File: src/rtl/lock_pkg.sv
// rtl/lock_pkg.sv - shared status encodings and FSM state type for the combination lock
package lock_pkg;

    localparam logic [1:0] LOCK_ST_LOCKED   = 2'b00;
    localparam logic [1:0] LOCK_ST_UNLOCKED = 2'b01;
    localparam logic [1:0] LOCK_ST_ALARM    = 2'b10;

    typedef enum logic [1:0] {
        ST_LOCKED,
        ST_CHECK,
        ST_UNLOCKED,
        ST_ALARM
    } lock_state_t;

endpackage

File: src/rtl/key_debounce.sv
// rtl/key_debounce.sv - synchroniser, debounce counter and press pulse for one active-low button
module key_debounce #(
    parameter int DEBOUNCE_CYCLES = 500000
) (
    input  logic clock,
    input  logic reset_n,
    input  logic key_n,
    output logic pulse
);

    localparam int CW = $clog2(DEBOUNCE_CYCLES) + 1;

    logic          sync1;
    logic          sync2;
    logic          level;
    logic [CW-1:0] cnt;

    always_ff @(posedge clock) begin
        if (!reset_n) begin
            sync1 <= 1'b1;
            sync2 <= 1'b1;
            level <= 1'b1;
            cnt   <= '0;
            pulse <= 1'b0;
        end else begin
            sync1 <= key_n;
            sync2 <= sync1;
            pulse <= 1'b0;
            if (sync2 != level) begin
                if (cnt == CW'(DEBOUNCE_CYCLES - 1)) begin
                    level <= sync2;
                    cnt   <= '0;
                    // Only the accepted press (1->0) is announced; releases stay silent
                    pulse <= level;
                end else begin
                    cnt <= cnt + 1'b1;
                end
            end else begin
                cnt <= '0;
            end
        end
    end

endmodule

File: src/rtl/lock_entry_ctrl.sv
// rtl/lock_entry_ctrl.sv - button conditioning, code check, attempt tracking and alarm lockout
module lock_entry_ctrl
    import lock_pkg::*;
#(
    parameter logic [9:0] PASSWORD        = 10'b1010101010,
    parameter int         MAX_ATTEMPTS    = 3,
    parameter int         DEBOUNCE_CYCLES = 500000,
    parameter int         ALARM_CYCLES    = 250000000
) (
    input  logic       clock,
    input  logic       reset_n,
    input  logic       enter_key_n,
    input  logic       relock_key_n,
    input  logic [9:0] sw,
    output logic [1:0] status,
    output logic [2:0] fail_count,
    output logic       enter_pulse,
    output logic       alarm_led
);

    localparam int         AW       = $clog2(ALARM_CYCLES) + 1;
    localparam logic [2:0] MAX_FAIL = 3'(MAX_ATTEMPTS);

    lock_state_t   state;
    logic          relock_pulse;
    logic [9:0]    code_q;
    logic [AW-1:0] alarm_timer;

    key_debounce #(.DEBOUNCE_CYCLES(DEBOUNCE_CYCLES)) u_enter (
        .clock   (clock),
        .reset_n (reset_n),
        .key_n   (enter_key_n),
        .pulse   (enter_pulse)
    );

    key_debounce #(.DEBOUNCE_CYCLES(DEBOUNCE_CYCLES)) u_relock (
        .clock   (clock),
        .reset_n (reset_n),
        .key_n   (relock_key_n),
        .pulse   (relock_pulse)
    );

    always_ff @(posedge clock) begin
        if (!reset_n) begin
            state       <= ST_LOCKED;
            code_q      <= '0;
            fail_count  <= '0;
            alarm_timer <= '0;
            status      <= LOCK_ST_LOCKED;
            alarm_led   <= 1'b0;
        end else begin
            case (state)
                ST_LOCKED: begin
                    if (enter_pulse) begin
                        code_q <= sw;
                        state  <= ST_CHECK;
                    end
                end
                ST_CHECK: begin
                    if (code_q == PASSWORD) begin
                        state      <= ST_UNLOCKED;
                        status     <= LOCK_ST_UNLOCKED;
                        fail_count <= '0;
                    end else if (fail_count + 3'd1 == MAX_FAIL) begin
                        state       <= ST_ALARM;
                        status      <= LOCK_ST_ALARM;
                        alarm_led   <= 1'b1;
                        fail_count  <= MAX_FAIL;
                        alarm_timer <= '0;
                    end else begin
                        fail_count <= fail_count + 3'd1;
                        state      <= ST_LOCKED;
                    end
                end
                ST_UNLOCKED: begin
                    // Relock takes priority; enter is meaningless while open
                    if (relock_pulse) begin
                        state  <= ST_LOCKED;
                        status <= LOCK_ST_LOCKED;
                    end
                end
                ST_ALARM: begin
                    if (alarm_timer == AW'(ALARM_CYCLES - 1)) begin
                        state       <= ST_LOCKED;
                        status      <= LOCK_ST_LOCKED;
                        alarm_led   <= 1'b0;
                        fail_count  <= '0;
                        alarm_timer <= '0;
                    end else begin
                        alarm_timer <= alarm_timer + 1'b1;
                    end
                end
                default: state <= ST_LOCKED;
            endcase
        end
    end

endmodule

File: config.mk
export PLATFORM = sky130hd
export DESIGN_NAME = lock_entry_ctrl
export DESIGN_NICKNAME = d
export VERILOG_FILES = /design/src/rtl/lock_pkg.sv /design/src/rtl/key_debounce.sv /design/src/rtl/lock_entry_ctrl.sv
export SDC_FILE = /design/constraint.sdc
export NUM_CORES = 1
export LEC_CHECK = 0
export CAP_MARGIN = 10
export CORE_MARGIN = 2
export CORE_UTILIZATION = 55
export DETAILED_ROUTE_END_ITERATION = 7
export GPL_TIMING_DRIVEN = 0
export PLACE_DENSITY = 0.72
export SLEW_MARGIN = 20
export SYNTH_ARGS = -nofsm -noshare
export SYNTH_HDL_FRONTEND = slang
export SYNTH_SLANG_ARGS = --single-unit
File: constraint.sdc
create_clock -name clock -period 2.89 [get_ports clock]
set_input_delay 0.4335 -clock clock [delete_from_list [all_inputs] [get_ports clock]]
set_output_delay 0.4335 -clock clock [all_outputs]
set_load 0.03 [all_outputs]
==> metrics.md, run 1 <==
| Metric | Value |
|---|---|
| Status | `completed` |
| GRT Total Usage | `0.234` |
| Syn_area_per_cell | `8.56 sq um` |
| Port buffer count | `19` |
| Ant. Diodes | `0` |
| Worst-Margin Slew | `0.720 ns` |
| Clock sink total | `95` |
| Hold slack | `0.398 ns` |
| Combinational power share | `0.023` |
| Total number of vias | `3921` |
| Initial DRT Pass Iterations | `5` |
| GRT overflow | `0` |
| Area contributors post-synth | `dfxtp_1 42%, xnor2_1 4.8%, nor2_1 4.7%` |
| Period utilization | `0.875` |
| RSZ-0062 raised after global routing | `false` |
| Pwr per Cell Area | `459 mW/mm^2` |
| Clock transition at path regs | `0.09 ns` |
| Yosys top cell area share | `0.421` |
| EDFF count, synth | `0` |
| Slew Limit Fails | `0` |
| Largest net degree at the start of global routing | `16` |
| Fmax achieved | `0.396 GHz` |
| Worst EP arrival | `2.80 ns` |
| Dpl hpwl | `7.35 mm` |
| Synthesized area | `0.00452 sq mm` |
| HP Class | `input port to register` |
| Area of the multi-input gates | `0.00247 sq mm` |
| Yosys cell types | `52` |
| #FFs+latches synth | `95` |
| Routed len/inst | `15.0 um` |
| Layout cell share with drive strength beyond 1 | `0.0623` |
| Post-CTS Setup Bufs | `0` |
| NumNets Final | `577` |
| Sequential area share after synthesis | `0.421` |
| Synth cell count leaders | `95 x dfxtp_1, 57 x nor2_1, 40 x nand2_1` |
| Data required, critical path | `3.16 ns` |
| CTS tree | `yes` |
| Seq pwr share | `0.565` |
| DR iter-0 viols | `186` |
| CTS root buf | `clkbuf_8` |
| Number of global-route vias before repair | `3585` |
| Asr flop ratio synth | `0` |
| Syn Inst Count | `528` |
| TNS Setup | `0 ns` |
| Drt drc | `0` |
| Syn Nets | `547` |
| Routed Antenna Nets | `0` |
| Critical path type | `register to register` |
| Prevailing post-synth register cell | `dfxtp_1` |
| Share of total power in the clock network | `0.412` |
| Die W | `94.7 um` |
| Top-count cell post-synth | `dfxtp_1` |
| Clock Path Buffers | `2` |
| Final hold violation count | `0` |
| FILL cells | `713` |
| VDD IR max | `0.324 mV` |
| Final setup violation count | `0` |
| Top cell type by total area after synthesis | `dfxtp_1` |
| Worst-path maximum fanout | `10` |
| Core ar. | `0.00809 sq mm` |
| Initial Utilization | `0.559` |
| Final Power | `2.33 mW` |
| Sw frac | `0.208` |
| Max_cap viols | `0` |
| Min Tclk post-route | `2.53 ns` |
| Number of cell rows | `33` |
| Syn-to-layout area delta | `12.1%` |
| Vias/cell | `5.88` |
| Worst rel slew slack | `0.520` |
| Startpoint types | `register` |
| First-pass GRT wire length | `16.8 mm` |
| Die span in y | `94.7 um` |
| Cts bufs inserted | `9` |
| P_sw | `483 uW` |
| Initial antenna violation count | `0` |
| Hold Buf Count CTS | `0` |
| Total Die Area | `0.00896 sq mm` |
| Int Power | `1.84 mW` |
| Leakage | `1.51 nW` |
| H-tree Lvls | `3` |
| Drt total wl | `10.0 mm` |
| Clock latency on the worst-skew pair | `0.35 ns` |
| Post-cts sizing count | `0` |
| Crit. End Element | `register` |
| Worst Skew | `0.0111 ns` |
| Synth warnings | `0` |
| I/O pin total | `21` |
| FF/Latch Area | `0.00190 sq mm` |
| Gpl congestion | `0.887` |
## per-stage QoR
step / area (sq um) / util / cells / setup WS [ns]
after floorplan: 4520 / - / 528 / 0.673
after global placement: 4840 / 0.598 / 652 / 0.275
after detailed placement: 4840 / 0.598 / 652 / 0.226
after CTS: 5060 / 0.626 / 667 / 0.210
after global routing: 5070 / 0.626 / 667 / 0.144
final: 5070 / 0.626 / 667 / 0.363
## flip-flops by register name (all words and copies together), names as in the netlist
name	flops
u_relock.level	1
u_enter.level	1
u_enter.pulse	1
u_relock.sync2	1
u_enter.sync2	1
alarm_led	1
code_q	10
u_relock.cnt	20
alarm_timer	29
status	2
u_relock.pulse	1
u_relock.sync1	1
u_enter.sync1	1
u_enter.cnt	20
state	2
fail_count	3
## power groups by stage
stage | clock network [mW] | logic [mW] | registers (mW)
floorplan | 0 | 0.0217 | 1.35
CTS | 0.975 | 0.0529 | 1.32
global route | 1.03 | 0.0576 | 1.32
finish | 0.959 | 0.0524 | 1.32
global placement | 0 | 0.0519 | 1.35
detailed placement | 0 | 0.0528 | 1.35
## metal layers
metal | GRT usage | vias to the layer above | wire, um
met3 | 0.0375 | 9 | 451
li1 | - | 1974 | -
met4 | 0.0713 | 0 | 89
met5 | 0 | - | 0
met1 | 0.322 | 1864 | 4840
met2 | 0.379 | 74 | 4650
## cell usage in the layout (no fill, tap or decap), types with 3 or more instances in the layout
cell type         n
nand2b_1          5
or4_1            11
mux2i_1          12
o22ai_1           4
nand2_1          40
nor4_1            5
xnor2_1          25
nand4_1          16
a21oi_1          12
or3_1            15
and4_1            8
clkbuf_1         18
clkbuf_8         10
inv_1            16
nand3_1          33
nor4b_1           5
a211oi_1         19
o21ai_0          26
and2_1            6
clkdlybuf4s50_1  19
nor2_1           57
a31oi_1           4
dfxtp_1          95
xor2_1           15
and3_1           13
ha_1              5
buf_2             5
nor3_1           16
a41oi_1           3
o31ai_1          10
## worst max-delay path: stages, from the launching register on
cell and delay [ns]:
dfxtp_1 0.34, nor4bb_1 0.54, nand3_1 0.26, a21oi_1 0.53, clkbuf_1 0.40, o21ai_0 0.16
a211oi_1 0.21
## cell families after synthesis
logic type / synth area share
fa+ha+maj: 0.0138
buf+inv: 0.0354
compound gates: 0.127
simple gates: 0.299
mux: 0.0266
xor+xnor: 0.0775
flops: 0.421
## worst paths after layout
| check | start | to | slack [ns] | cells after the start |
|---|---|---|---|---|
| hold reg to reg | u_enter.sync1$_SDFF_PN1_ | u_enter.sync2$_SDFF_PN1_ | 0.42 | 1 |
| hold / removal | reset_n | u_enter.sync1$_SDFF_PN1_ | 0.40 | 2 |
| setup reg to reg | code_q[7]$_SDFFE_PN0P_ | alarm_timer[15]$_SDFFE_PN0P_ | 0.36 | 6 |
| setup / recovery | code_q[7]$_SDFFE_PN0P_ | alarm_timer[15]$_SDFFE_PN0P_ | 0.36 | 6 |
## layout make-up
type | count | share of cell area
buffer | 24 | 0.0197
clock buffer | 10 | 0.0271
clock inverter | 5 | 0.0163
inverter | 16 | 0.0118
multi-input combinational | 393 | 0.486
sequential | 95 | 0.375
tap | 105 | 0.0259
timing repair buffer | 19 | 0.0375
Power figures use the tool's default switching activity.
==> run 2: changes to the inputs <==
--- a/config.mk
+++ b/config.mk
@@ -7,10 +7,11 @@
 export LEC_CHECK = 0
 export CAP_MARGIN = 10
 export CORE_MARGIN = 2
-export CORE_UTILIZATION = 55
+export CORE_UTILIZATION = 30
 export DETAILED_ROUTE_END_ITERATION = 7
 export GPL_TIMING_DRIVEN = 0
-export PLACE_DENSITY = 0.72
+export PLACE_DENSITY = 0.43
+export RECOVER_POWER = 25
 export SLEW_MARGIN = 20
 export SYNTH_ARGS = -nofsm -noshare
 export SYNTH_HDL_FRONTEND = slang
==> run 2 against run 1 <==
  * Worst setup slack worse by 0.025 ns
  * Largest power group is now the clock network
  * Largest cell class unchanged
  * Via count decreased by 3.1%
  * First-iteration DRC count decreased by 4.3%
  * Clock-buffer cell count unchanged
  * Highest routed layer unchanged
  * Combinational power shrank 1%
  * Sequential share of layout area is 1.5 points lower
  * Critical path depth up 1
  * Fmax decreased by 0.99%
==> metrics.md, run 2 (synthesis results as in run 1) <==
| Metric | Value |
|---|---|
| Total Die Area | `0.0161 sq mm (+79%)` |
| M3 GR Usage | `0.0202 (-0.0173)` |
| Core ar. | `0.0146 sq mm (+81%)` |
| Most Crowded Layer GR | `met1` |
| Commonest non-fill, non-tap cell in the layout | `dfxtp_1` |
| Die W | `127 um (+34%)` |
| Clock Path Buffers | `2 (unchanged)` |
| Drt total wl | `10.9 mm (+8.6%)` |
| GRT overflow | `0 (unchanged)` |
| Clock latency on the worst-skew pair | `0.35 ns (about the same)` |
| NumNets Final | `577 (unchanged)` |
| Port buffer count | `19 (unchanged)` |
| Fmax achieved | `0.392 GHz (-0.99%)` |
| FILL cells | `1518 (+110%)` |
| WHS Path Cells | `2 (unchanged)` |
| Largest net degree at the start of global routing | `17 (+1)` |
| Largest Register | `alarm_timer` |
| Drt drc | `0 (unchanged)` |
| Placed cells | `731 (+12%)` |
| Dpl hpwl | `7.92 mm (+7.8%)` |
| TNS Setup | `0 ns (unchanged)` |
| Data required, critical path | `3.10 ns (-0.06 ns)` |
| Worst-path maximum fanout | `10 (unchanged)` |
| Total number of vias | `3800 (-3.1%)` |
| Worst rel slew slack | `0.519 (-0.000582)` |
| Number of global-route vias before repair | `3513 (-2.0%)` |
| Initial antenna violation count | `0 (unchanged)` |
| VDD IR max | `0.236 mV (-27%)` |
| Top flop regs | `alarm_timer (29), u_enter.cnt (20), u_relock.cnt (20)` |
| Largest register FFs | `29 (unchanged)` |
| Worst-Margin Slew | `0.721 ns (+0.000873 ns)` |
| End of the worst hold path | `u_enter.sync1$_SDFF_PN1_` |
| Crit. End Element | `register` |
| Worst reg2reg setup slack | `0.34 ns (-0.03 ns)` |
| FF/Latch Area | `0.00190 sq mm (unchanged)` |
| Initial DRT Pass Iterations | `4 (-1)` |
| Leakage | `1.58 nW (+5.0%)` |
| Clock transition at path regs | `0.07 ns (-0.02 ns)` |
| Pwr per Cell Area | `511 mW/mm^2 (+11%)` |
| Ant. Diodes | `0 (unchanged)` |
| Initial Utilization | `0.309 (-0.250)` |
| Final setup violation count | `0 (unchanged)` |
| Startpoint types | `register` |
| I/O pin total | `21 (unchanged)` |
| Leading cell types in the layout, fill and taps excluded | `95 x dfxtp_1, 57 x nor2_1, 40 x nand2_1, 33 x nand3_1, 26 x o21ai_0` |
| Hold Crit Start | `reset_n` |
| Worst EP arrival | `2.76 ns (-0.04 ns)` |
| Non-Filler Instances | `747 (+12%)` |
| Die span in y | `127 um (+34%)` |
| Max_cap viols | `0 (unchanged)` |
| Area of the multi-input gates | `0.00247 sq mm (unchanged)` |
| Worst Skew | `0.00668 ns (-0.00439 ns)` |
| Slew Limit Fails | `0 (unchanged)` |
| Clock sink total | `95 (unchanged)` |
| Syn-to-layout area delta | `16.7%` |
| H-tree Lvls | `3 (unchanged)` |
| RR Startpoint | `alarm_timer[0]$_SDFFE_PN0P_` |
| Post-CTS Setup Bufs | `0 (unchanged)` |
| Period utilization | `0.883 (+0.00879)` |
| Critical path type | `register to register` |
| Gpl congestion | `0.785 (-11%)` |
| Min Tclk post-route | `2.55 ns (+0.0254 ns)` |
| Met1 Resource Use GR | `0.207 (-0.115)` |
| CTS tree | `yes` |
| Routed Antenna Nets | `0 (unchanged)` |
| Number of cell rows | `44 (+33%)` |
| Final hold violation count | `0 (unchanged)` |
| RSZ-0062 raised after global routing | `false` |
| GRT Total Usage | `0.140 (-0.0939)` |
| Finished Core Util | `0.360 (-0.266)` |
| Register-to-Register Path Depth | `7 (+1)` |
| Cts bufs inserted | `9 (unchanged)` |
| Status | `completed` |
| First-pass GRT wire length | `18.1 mm (+7.9%)` |
| DR iter-0 viols | `178 (-4.3%)` |
| CTS root buf | `clkbuf_16` |
| Layout cell share with drive strength beyond 1 | `0.0639 (+0.00167)` |
| Vias/cell | `5.09 (-13%)` |
| M2 GR Usage | `0.203 (-0.177)` |
| Routed len/inst | `14.6 um (-3.0%)` |
| HP Class | `input port to register` |
| Reg2reg end | `alarm_timer[2]$_SDFFE_PN0P_` |
==> run 2: cell types whose count changed in the layout (fill, tap and decap cells not counted), sizes merged <==
cell / change
clkdlybuf4s50: -9
clkinv: -1
dlygate4sd3: +9
inv: +2
==> run 2: how the worst max path moves through the flow <==
| stage | start | endpoint | slack [ns] | cells past startpoint |
|---|---|---|---|---|
| finish | alarm_timer[0]$_SDFFE_PN0P_ | alarm_timer[2]$_SDFFE_PN0P_ | 0.34 | 7 |
| global route | alarm_timer[0]$_SDFFE_PN0P_ | alarm_timer[15]$_SDFFE_PN0P_ | 0.12 | 7 |
| CTS | alarm_timer[0]$_SDFFE_PN0P_ | alarm_timer[2]$_SDFFE_PN0P_ | 0.22 | 7 |
| detailed placement | alarm_timer[0]$_SDFFE_PN0P_ | alarm_timer[27]$_SDFFE_PN0P_ | 0.22 | 7 |
| global placement | alarm_timer[0]$_SDFFE_PN0P_ | alarm_timer[15]$_SDFFE_PN0P_ | 0.20 | 7 |
| floorplan | fail_count[1]$_SDFFE_PN0P_ | alarm_timer[12]$_SDFFE_PN0P_ | 0.67 | 6 |
==> run 2: routing by layer <==
metal	vias up	part of all wire
met5	-	0
met4	0	0.020
li1	1967	-
met3	14	0.028
met1	1777	0.54
met2	42	0.41
==> run 2: critical path: stages (launching register included) <==
cell     delay [ns]
dfxtp_1        0.42
ha_1           0.33
inv_1          0.15
nor4_2         0.46
nand3_1        0.15
a21oi_2        0.47
buf_2          0.35
nor3_1         0.08
==> run 2: area by class of cell <==
class                           count  share of cell area
Multi-Input combinational cell    393               0.467
Buffer                             24              0.0190
Timing Repair Buffer               19              0.0360
Inverter                           16              0.0114
Clock inverter                      6              0.0173
Sequential cell                    95               0.360
Tap cell                          184              0.0436
Clock buffer                       10              0.0453
==> run 2: timing repair <==
action	CTS	global route
endpoints found under the hold margin	0	0
gates resized for setup	0	1
endpoints found under the setup margin	0	9
hold buffers	0	0
==> run 2: per-stage QoR <==
stage	setup WS, ns	hold slack, ns	instance area, sq um	power [mW]
floorplan	0.673	0.386	4520	1.37
global placement	0.205	0.396	4940	1.40
detailed placement	0.220	0.403	4940	1.40
CTS	0.219	0.421	5270	2.73
global route	0.123	0.451	5280	2.80
finish	0.337	0.415	5280	2.70
==> run 2: where the power goes <==
group | internal, mW | leakage, nW | total, mW | switching (mW)
Combinational | 0.0224 | 0.653 | 0.0518 | 0.0293
Sequential | 1.31 | 0.766 | 1.32 | 0.00350
Clock | 0.789 | 0.163 | 1.33 | 0.542
Total | 2.12 | 1.58 | 2.70 | 0.575
